===== src/rtl/jtcop_palcopy_pkg.sv =====
// Shared definitions for the palette shadow-to-active copy engine.
// Holds the copy FSM state encoding and the default palette address width.
package jtcop_palcopy_pkg;

    localparam int PAL_AW = 10;

    typedef enum logic [1:0] {
        IDLE  = 2'd0,
        RD    = 2'd1,
        WR    = 2'd2,
        STALL = 2'd3
    } state_e;

endpackage


===== src/rtl/jtcop_palcopy.sv =====
// Palette copy engine: CPU writes land in a shadow RAM, and the whole shadow
// is copied into the active palette during vertical blank when it is dirty.
module jtcop_palcopy
    import jtcop_palcopy_pkg::*;
#(
    parameter int AW = PAL_AW
) (
    input  logic          clk,
    input  logic          rst_n,
    input  logic          LVBL,
    input  logic          cpu_cs,
    input  logic [AW-1:0] cpu_addr,
    input  logic [15:0]   cpu_dout,
    input  logic [1:0]    dsn,
    output logic          cpu_ack,
    output logic [AW-1:0] sh_addr,
    output logic [1:0]    sh_we,
    output logic [15:0]   sh_din,
    input  logic [15:0]   sh_dout,
    output logic [AW-1:0] pal_addr,
    output logic [15:0]   pal_din,
    output logic [1:0]    pal_we,
    output logic          busy,
    output logic          done
);

    localparam logic [AW-1:0] CNT_MAX = {AW{1'b1}};

    state_e        state_q, state_d;
    logic [AW-1:0] cnt_q, cnt_d;
    logic          dirty_q, dirty_d;
    logic          done_q, done_d;
    logic          ack_q;
    logic          lvbl_q;
    logic          cs_q;

    logic          cpu_accept;
    logic          lvbl_fall;

    // The CPU always wins the shadow port, so a new request is taken at once.
    // Gating with rst_n keeps sh_we quiet while reset is held.
    assign cpu_accept = rst_n & cpu_cs & ~cs_q;
    assign lvbl_fall  = lvbl_q & ~LVBL;

    always_ff @(posedge clk or negedge rst_n) begin
        if (!rst_n) begin
            state_q <= IDLE;
            cnt_q   <= '0;
            dirty_q <= 1'b1;
            done_q  <= 1'b0;
            ack_q   <= 1'b0;
            lvbl_q  <= 1'b1;
            cs_q    <= 1'b0;
        end else begin
            state_q <= state_d;
            cnt_q   <= cnt_d;
            dirty_q <= dirty_d;
            done_q  <= done_d;
            ack_q   <= cpu_accept;
            lvbl_q  <= LVBL;
            cs_q    <= cpu_cs;
        end
    end

    always_comb begin
        state_d  = state_q;
        cnt_d    = cnt_q;
        dirty_d  = dirty_q;
        done_d   = 1'b0;
        sh_addr  = '0;
        sh_we    = 2'b00;
        sh_din   = 16'h0000;
        pal_addr = '0;
        pal_din  = 16'h0000;
        pal_we   = 2'b00;

        unique case (state_q)
            IDLE: begin
                if (lvbl_fall && dirty_q) begin
                    state_d = RD;
                    dirty_d = 1'b0;
                end
            end
            // STALL is a read slot retried after the CPU took the port
            RD, STALL: begin
                if (cpu_accept) begin
                    state_d = STALL;
                end else begin
                    sh_addr = cnt_q;
                    state_d = WR;
                end
            end
            WR: begin
                pal_addr = cnt_q;
                pal_din  = sh_dout;
                pal_we   = 2'b11;
                cnt_d    = cnt_q + 1'b1;
                if (cnt_q == CNT_MAX) begin
                    state_d = IDLE;
                    done_d  = 1'b1;
                end else if (LVBL) begin
                    // vblank ended early: drop the copy and retry it next frame
                    state_d = IDLE;
                    dirty_d = 1'b1;
                    cnt_d   = '0;
                end else begin
                    state_d = RD;
                end
            end
            default: state_d = IDLE;
        endcase

        if (cpu_accept) begin
            sh_addr = cpu_addr;
            sh_din  = cpu_dout;
            sh_we   = ~dsn;
            if (dsn != 2'b11) begin
                dirty_d = 1'b1;
            end
        end
    end

    assign cpu_ack = ack_q;
    assign done    = done_q;
    assign busy    = (state_q != IDLE);

endmodule


===== config.mk =====
export PLATFORM = sky130hd
export DESIGN_NAME = jtcop_palcopy
export DESIGN_NICKNAME = d
export VERILOG_FILES = /design/src/rtl/jtcop_palcopy_pkg.sv /design/src/rtl/jtcop_palcopy.sv
export SDC_FILE = /design/constraint.sdc
export NUM_CORES = 1
export LEC_CHECK = 0
export ABC_CLOCK_PERIOD_IN_PS = 2000
export CORE_MARGIN = 1.5
export CORE_UTILIZATION = 29
export CTS_CLUSTER_SIZE = 30
export DETAILED_ROUTE_END_ITERATION = 8
export GPL_TIMING_DRIVEN = 0
export PLACE_DENSITY_LB_ADDON = 0.08
export SLEW_MARGIN = 20
export SYNTH_ARGS = -nofsm -noshare
export SYNTH_HDL_FRONTEND = slang
export SYNTH_SLANG_ARGS = --single-unit

===== constraint.sdc =====
create_clock -name clk -period 2 [get_ports clk]
set_input_delay 0.6 -clock clk [delete_from_list [all_inputs] [get_ports clk]]
set_output_delay 0.6 -clock clk [all_outputs]
set_load 0.005 [all_outputs]

==> results of run 1 <==
-- critical path, delay by kind of cell --
family / cells / cell delay [ns]
and+or+nand+nor: 2 / 0.29
buffers and inverters: 6 / 0.66
-- final timing paths --
path                       startpoint         to  slack [ns]
min reg2reg                  cnt_q[1]   cnt_q[1]        0.63
max reg2reg                  cnt_q[0]    dirty_q        0.06
min in group clk               cpu_cs       cs_q        0.45
max in group asynchronous       rst_n     lvbl_q        1.36
min                             rst_n   cnt_q[8]        0.38
max                             rst_n  sh_din[0]       -0.14
-- repair_timing --
item,in CTS,in global routing
gates resized for setup,330,73
setup buffers,42,9
endpoints found under the setup margin,60,51
pin swaps,40,9
gates cloned,4,0
-- metrics by stage --
step,utilization [%],setup TNS (ns),hold WS [ns]
3_3_place_gp,58.4,-64.23,0.587
5_1_grt,77.3,-6.17,0.408
6_report,77.3,-3.49,0.378
3_5_place_dp,58.4,-65.13,0.596
4_1_cts,70.7,-3.38,0.388
2_1_floorplan,-,0,0.304
-- registers in the layout (all words and copies together), names as in the netlist --
register	flops
cnt_q	10
state_q	2
cpu_ack	1
cs_q	1
dirty_q	1
done	1
lvbl_q	1
-- final cells by class --
| cell class | instances | area (sq um) | share of cell area, % |
|---|---|---|---|
| inverters | 6 | 32.5 | 1.02 |
| multi-input cells | 126 | 957 | 30.1 |
| clock buffers | 4 | 45.0 | 1.42 |
| flip-flops and latches | 17 | 433 | 13.6 |
| plain buffers | 7 | 76.3 | 2.40 |
| well taps | 50 | 62.6 | 1.97 |
| repair buffers | 156 | 1570 | 49.5 |
-- where the power goes --
group / switching (mW) / leakage (nW) / internal (mW)
Sequential: 0.147 / 0.209 / 0.453
Combinational: 0.577 / 1.31 / 0.912
Clock: 0.116 / 0.0228 / 0.141
Total: 0.840 / 1.55 / 1.51
-- cell usage in the layout, fill, tap and decap left out, types with 4 or more instances in the layout --
master           count
buf_2               16
buf_4               15
nand3_1              4
and2_1               6
nand2_1             17
o21ai_0              4
a21oi_1              5
clkbuf_8             4
dfrtp_2              4
nand3b_1             4
inv_1                4
buf_6               69
dfrtp_1             11
clkdlybuf4s50_1     46
nand3_2              9
and2_4              34
nand2_2              9
buf_8                6
-- cell usage after synthesis, drive strengths merged --
master | count | area (sq um)
or4b | 1 | 10.0
buf | 2 | 12.5
nor2 | 5 | 18.8
a311o | 1 | 10.0
or2b | 1 | 8.76
or4 | 3 | 27.5
a21oi | 5 | 25.0
nor4 | 3 | 18.8
nor3 | 1 | 5.00
clkbuf | 9 | 35.0
o31ai | 3 | 22.5
nor4b | 1 | 8.76
o21ai | 4 | 20.0
o311ai | 1 | 8.76
dfrtp | 15 | 375
and2b | 1 | 7.51
a22oi | 1 | 7.51
nand4b | 1 | 8.76
nand2 | 26 | 97.6
or2 | 1 | 6.26
ha | 1 | 12.5
inv | 5 | 18.8
and2 | 40 | 250
nand3b | 4 | 30.0
o311a | 1 | 21.3
bufinv | 1 | 17.5
nand3 | 13 | 70.1
o211ai | 1 | 7.51
or3 | 2 | 12.5
a21o | 2 | 16.3
a21bo | 1 | 10.0
nand4 | 2 | 27.5
dfstp | 2 | 52.6
-- cells by family after synthesis --
family / synth area share (%)
simple gates: 47.5
compound gates: 11.6
buf+inv: 6.54
flops: 33.4
fa+ha+maj: 0.976
-- layer usage --
metal / track usage (%) / wire length, um / vias to the layer above
met5: 0 / 0 / -
met4: 5.45 / 43 / 0
met3: 5.23 / 393 / 4
met2: 38.9 / 2980 / 87
met1: 26.3 / 2250 / 825
li1: - / - / 855
==> results.yml, run 1 <==
timing:
  rsz0062_at_grt: "yes"
  slew_viol_final: 0
  skew_ns: 0.00161
  tightest_slew_ns: 0.353
  relSlewSlack_pct: 76.2
  finalCritPeriodShare_pct: 107
  setup-violations-final: 47
  layout_setup_ws_ns: -0.142
  period_needed_ns: 2.14
  finalHoldViolCount: 0
  fmax_ghz: 0.467
power_and_ir_drop:
  p_leak_nw: 1.55
  power.total_mw: 2.35
  peakVddDrop_v: 0.000516
  power_density_nw_per_um2: 738
finish:
  drive_gt1_share_pct: 58.9
  diodes: 0
  n_fill_cell: 287
  nets: 366
  final_cell_count_no_fill: 366
  synthToLayoutAreaGrowth_pct: 148
  stdcell_area_sq_um: 3180
detailed_routing:
  first_iter_violations: 79
  routed_wl_um: 5670
  ant_nets: 0
  wl_per_cell_um: 15.5
  via_per_inst: 4.84
  drc_errors: 0
  drtPass1Iterations: 4
  num_vias: 1771
cts:
  numCtsBuffers: 3
  cts_tree: "built"
  clk_latency_ns: 0.25
  postCtsHoldBufs: 0
  path_clk_slew_ns: 0.07
  cts.sinks: 17
  clockBufferDepth: 2
  htreeDepth: 1
  cts_root_buf: "clkbuf_8"
synthesis:
  synth-seq-cells: 17
  synth_seq_area_share_pct: 33.4
  syn_area_sq_um: 1280
  postSynthAreaPerCell_sq_um: 8.01
  synth_cell_type_count: 40
  syn_inst: 160
  ys_warn_count: 0
  syn_nets: 209
floorplan:
  core_sq_um: 4120
  die_y_um: 69.5
  start_util_pct: 31.1
  dieArea_sq_um: 4830
  die_x_um: 69.5
  rows: 23
  io-pin-count: 107
global_route:
  grt_pass1_vias: 1832
  grt_pass1_wl_um: 8630
  grtUsageTotal_pct: 21.8
  grt_overflow: 0
  antenna_found_initial: 0
  grt_max_degree: 18
status:
  failed_checks: "negative setup slack"
  outcome: "finished with violations"
placement:
  dp_cells: 316
  place_hpwl_um: 3170
  place_ws_ns: -1.97
  portBuffers: 106
  gp_congestion: 0.784
  postPlaceCellArea_sq_um: 2400
critical_path:
  startpoint_type: "input pin"
  critPathMostFrequentCell: "buf_6"
  crit_path_max_incr_delay_ns: 0.16
  end_kind: "primary output"
  r2r_cells: 4
  path_cells: "buf_16 > nand3b_1 > inv_4 > buf_4 > buf_6 > buf_6 > and2_4 > buf_6"
  crit_slowest_cell: "nand3b_1"
  crit_path_max_fanout: 6
  arrival_ns: 1.54
  crit_type: "input pin to primary output"
  crit_required_ns: 1.40
worst_hold_path:
  hold_class: "input pin to async pin"
job:
  drv_cap: 0
Power figures use the tool's default switching activity.
==> inputs of run 2 (changes only) <==
- GPL_TIMING_DRIVEN: 0 -> default
==> run 2 against run 1 <==
Compared with the run above:
- sequential share of layout area rose by 1.7 points
- sequential cell count did not move
- die area did not move
- critical path depth fell by 1
- setup slack improved by 0.11 ns
- non-clock buffer count fell by 26
- first-iteration DRC count fell by 32%
- clock power rose by 2%
- clock-buffer cell count fell by 1
- the flow still finishes with violations (negative setup slack)
==> results.yml, run 2 (synthesis results as in run 1) <==
status:
  outcome: "finished with violations"
  failed_checks: "negative setup slack"
timing:
  setup-violations-final: 22
  finalCritPeriodShare_pct: 102
  fin_tns_setup_ns: -0.458
  relSlewSlack_pct: 74.4
  period_needed_ns: 2.03
  rsz0062_at_grt: "yes"
  tightest_slew_ns: 0.379
  skew_ns: 0.00569
  whs_ns: 0.279
  fmax_ghz: 0.492
  layout_setup_ws_ns: -0.0328
  slew_viol_final: 0
  finalHoldViolCount: 0
critical_path:
  crit_path_max_incr_delay_ns: 0.16
  end_kind: "primary output"
  path_cells: "buf_6 > nand3b_1 > inv_4 > buf_6 > buf_12 > and2_4 > buf_6"
  crit_type: "input pin to primary output"
  crit_required_ns: 1.40
  crit_path_max_fanout: 6
  startpoint_type: "input pin"
  critPathMostFrequentCell: "buf_6"
  crit_slowest_cell: "nand3b_1"
  arrival_ns: 1.43
floorplan:
  start_util_pct: 31.1
  die_x_um: 69.5
  dieArea_sq_um: 4830
  rows: 23
  io-pin-count: 107
  core_sq_um: 4120
  die_y_um: 69.5
finish:
  synthToLayoutAreaGrowth_pct: 118
  layout_commonest_cell: "clkdlybuf4s50_1"
  drive_gt1_share_pct: 45.7
  stdcell_area_sq_um: 2790
  reg_top3: "cnt_q: 10 flops, state_q: 2 flops"
  mostFrequentLayoutCells: "clkdlybuf4s50_1 (47), buf_6 (30), and2_1 (21), and2_4 (19), buf_4 (16)"
  nets: 341
  regMostFlops: "cnt_q"
  final_cell_count_no_fill: 341
  diodes: 0
  fin_util_pct: 67.9
  largest_register_ffs: 10
cts:
  path_clk_slew_ns: 0.07
  numCtsBuffers: 3
  clockBufferDepth: 2
  cts.sinks: 17
  cts_tree: "built"
  htreeDepth: 1
  cts_root_buf: "clkbuf_8"
  clk_latency_ns: 0.26
global_route:
  grt_overflow: 0
  grtUsageTotal_pct: 19.1
  antenna_found_initial: 0
  grt_max_degree: 19
  grt_pass1_wl_um: 7670
  grt_pass1_vias: 1537
power_and_ir_drop:
  power_density_nw_per_um2: 713
  pwr-share-seq_pct: 28.9
  p_leak_nw: 1.39
  peakVddDrop_v: 0.000420
  p_comb_share_pct: 57.9
  swShare_pct: 36.9
  p_switching_uw: 736
  power_frac_clock_pct: 13.2
  internal_power_mw: 1.26
placement:
  place_hpwl_um: 3140
  dp_cells: 319
  gp_congestion: 0.780
  postPlaceCellArea_sq_um: 2470
  portBuffers: 106
job:
  drv_cap: 0
detailed_routing:
  first_iter_violations: 54
  drtPass1Iterations: 4
  drc_errors: 0
  routed_wl_um: 4780
  wl_per_cell_um: 14.0
  ant_nets: 0
  num_vias: 1622
  via_per_inst: 4.76
worst_hold_path:
  hold_class: "input pin to async pin"
run 2: timing repair:
| item | CTS | global route |
|---|---|---|
| buffers inserted | 11 | 8 |
| gates cloned | 4 | 0 |
| pin swaps | 13 | 15 |
| endpoints found under the setup margin | 57 | 56 |
| gates resized for setup | 202 | 77 |
| hold buffers | 0 | 0 |
run 2: worst paths after layout:
path,end,slack [ns],startpoint,depth (start not counted)
max in group asynchronous,dirty_q,1.46,rst_n,2
worst max register to register,dirty_q,0.21,cnt_q[0],4
worst min-delay path,cnt_q[3],0.28,rst_n,2
worst min register to register,cnt_q[8],0.60,cnt_q[8],2
worst max-delay path,sh_din[14],-0.03,cpu_cs,7
min in group clk,cs_q,0.45,cpu_cs,1
run 2: cell type report:
| cell class | count | area [sq um] |
|---|---|---|
| repair inverters | 1 | 16.3 |
| multi-input cells | 126 | 891 |
| repair buffers | 137 | 1320 |
| clock buffers | 3 | 41.3 |
| clock inverters | 1 | 5.00 |
| flip-flops and latches | 17 | 428 |
| well taps | 50 | 62.6 |
| inverters | 6 | 32.5 |
| fillers | 354 | 1320 |
run 2: power by group through the flow:
stage	clock, mW	combinational, mW	sequential [mW]
detailed placement	0	1.04	0.580
floorplan	0	0.487	0.549
finish	0.262	1.15	0.576
global route	0.288	1.25	0.597
CTS	0.267	1.06	0.573
global placement	0	1.03	0.576
run 2: critical path: cells and delay by family:
| kind | cells | cell delay, ns |
|---|---|---|
| buf+inv | 5 | 0.53 |
| simple gates | 2 | 0.30 |
run 2: routing by layer:
layer / wire length, um / GRT usage [%] / vias to the layer above
met2: 2350 / 32.3 / 69
met5: 0 / 0 / -
met1: 2080 / 25.5 / 739
met3: 349 / 4.65 / 2
li1: - / - / 812
met4: 4 / 1.96 / 0
run 2: metrics by stage:
stage | power, mW | worst slack (ns)
floorplan | 1.04 | 0.0149
global placement | 1.61 | -0.726
detailed placement | 1.62 | -0.754
CTS | 1.90 | -0.230
global route | 2.14 | -0.122
finish | 1.99 | -0.0328
==> inputs of run 3 (changes only) <==
- ABC_AREA: default -> 1
- CORE_UTILIZATION: 29 -> 30
==> run 3 against run 2 <==
Compared with the run above:
- the run still ends with negative setup slack left
- via count increased by 9.1%
- largest cell class unchanged
- sequential cell count did not move
- die area hardly changed
- critical path type is now register to primary output
- clock skew decreased by 0.0043 ns
- largest power group unchanged
- register-to-register slack got worse by 0.15 ns
- global-route usage rose by 1.2 points
- maximum frequency is 0.81% lower
- synthesized cell count up 36%
- core utilization shrank 2.9 points
==> results.yml, run 3 <==
synthesis:
  synthFlopType: "dfrtp_1"
  yosysMostFrequentCell: "nor2_1"
  synth_edf_count: 0
  async_flop_share_pct: 100
  syn_nets: 267
  synth_commonest_cells: "nor2_1 (55), inv_1 (52), nand2_1 (41)"
  ys_warn_count: 0
  syn_inst: 218
  yosysTopAreaCellShare_pct: 28.3
  synth-seq-cells: 17
  synth_largest_area_cell: "dfrtp_1"
  syn_area_sq_um: 1330
  synthTopCellsByArea: "dfrtp_1 (28%), nor2_1 (16%), inv_1 (15%)"
  synth_cell_type_count: 25
  synth_seq_area_share_pct: 32.3
  postSynthAreaPerCell_sq_um: 6.08
placement:
  postPlaceCellArea_sq_um: 2520
  place_ws_ns: -0.839
  dp_cells: 381
  place_hpwl_um: 3520
  gp_congestion: 0.819
  portBuffers: 106
critical_path:
  crit_type: "register to primary output"
  end_kind: "primary output"
  crit_required_ns: 1.40
  arrival_ns: 1.45
  crit_path_max_fanout: 6
  startpoint_type: "register"
finish:
  reg_top3: "cnt_q: 10 flops, state_q: 2 flops"
  stdcell_area_sq_um: 2680
  largest_register_ffs: 10
  final_cell_count_no_fill: 399
  fin_util_pct: 65.0
  layout_commonest_cell: "inv_1"
  nets: 399
  drive_gt1_share_pct: 41.5
  mostFrequentLayoutCells: "inv_1 (47), clkdlybuf4s50_1 (46), nor2_1 (35), buf_2 (33), nand2_1 (30)"
  diodes: 0
  regMostFlops: "cnt_q"
  synthToLayoutAreaGrowth_pct: 102
global_route:
  grtUsageTotal_pct: 20.2
  antenna_found_initial: 0
  grt_overflow: 0
  grt_pass1_vias: 1616
  grt_max_degree: 18
  grt_pass1_wl_um: 8050
cts:
  path_clk_slew_ns: 0.07
  clk_latency_ns: 0.25
  cts_tree: "built"
  numCtsBuffers: 3
  cts.sinks: 17
  htreeDepth: 1
  cts_root_buf: "clkbuf_8"
  clockBufferDepth: 2
detailed_routing:
  drtPass1Iterations: 4
  wl_per_cell_um: 12.5
  ant_nets: 0
  num_vias: 1769
  first_iter_violations: 27
  routed_wl_um: 4990
  drc_errors: 0
  via_per_inst: 4.43
timing:
  rsz0062_at_grt: "yes"
  fin_tns_setup_ns: -0.325
  slew_viol_final: 0
  relSlewSlack_pct: 84.6
  layout_setup_ws_ns: -0.0495
  setup-violations-final: 10
  finalHoldViolCount: 0
  tightest_slew_ns: 0.231
  finalCritPeriodShare_pct: 102
  whs_ns: 0.361
  period_needed_ns: 2.05
  fmax_ghz: 0.488
  skew_ns: 0.00142
floorplan:
  rows: 23
  die_x_um: 69.5
  io-pin-count: 107
  start_util_pct: 32.2
  dieArea_sq_um: 4830
  core_sq_um: 4120
  die_y_um: 69.5
power_and_ir_drop:
  power_frac_clock_pct: 12.8
  p_comb_share_pct: 64.4
  power_density_nw_per_um2: 761
  internal_power_mw: 1.22
  swShare_pct: 40.1
  p_switching_uw: 817
  pwr-share-seq_pct: 22.8
  power.total_mw: 2.04
  p_leak_nw: 1.51
  peakVddDrop_v: 0.000439
status:
  failed_checks: "negative setup slack"
  outcome: "finished with violations"
job:
  drv_cap: 0
worst_hold_path:
  hold_class: "input pin to async pin"
run 3: kinds of logic after synthesis:
group	Yosys count	share of synthesized area [%]
flip-flops	17	32.3
adder cells (fa/ha/maj)	1	0.943
buffers and inverters	63	20.1
AND/OR/NAND/NOR	118	39.0
XOR/XNOR	1	0.660
AO/OA/AOI/OAI	18	7.08
run 3: power groups by stage:
stage	combinational, mW	clock [mW]	sequential, mW
4_1_cts	1.15	0.268	0.462
6_report	1.31	0.261	0.464
2_1_floorplan	0.458	0	0.460
5_1_grt	1.43	0.294	0.471
3_3_place_gp	1.01	0	0.470
3_5_place_dp	1.02	0	0.470
run 3: path summary, 6_finish.rpt:
path,from,cells past startpoint,to,slack [ns]
max,state_q[0],7,pal_din[5],-0.05
min,rst_n,2,state_q[1],0.36
max in group asynchronous,rst_n,2,lvbl_q,1.38
min in group clk,cpu_cs,1,cs_q,0.46
max reg2reg,state_q[0],12,cnt_q[7],0.06
min reg2reg,cnt_q[1],2,cnt_q[1],0.55
run 3: metal layers:
layer  vias up  global-route usage, %  routed length, um
li1        902                      -                  -
met1       786                   28.0               2200
met2        79                   33.1               2370
met3         2                   3.05                386
met4         0                   5.01                 28
met5         -                      0                  0
run 3: timing repair:
action,4_1_cts,5_1_grt
gates resized for setup,195,100
setup buffers,7,8
endpoints found under the setup margin,57,54
cloned,2,1
hold buffers,0,0
pin swaps,6,9
run 3: layout make-up:
cell class / count / area [sq um]
fillers: 386 / 1440
repair buffers: 134 / 1120
multi-input cells: 138 / 781
flip-flops and latches: 17 / 429
inverters: 55 / 219
well taps: 50 / 62.6
clock buffers: 4 / 45.0
repair inverters: 1 / 16.3
run 3: critical path: stages, from the launching register on:
cell and delay [ns]:
dfrtp_2 0.43, nor2_4 0.15, buf_6 0.13, buf_8 0.11
clkinv_8 0.05, buf_8 0.13, nor2_4 0.10, buf_6 0.10
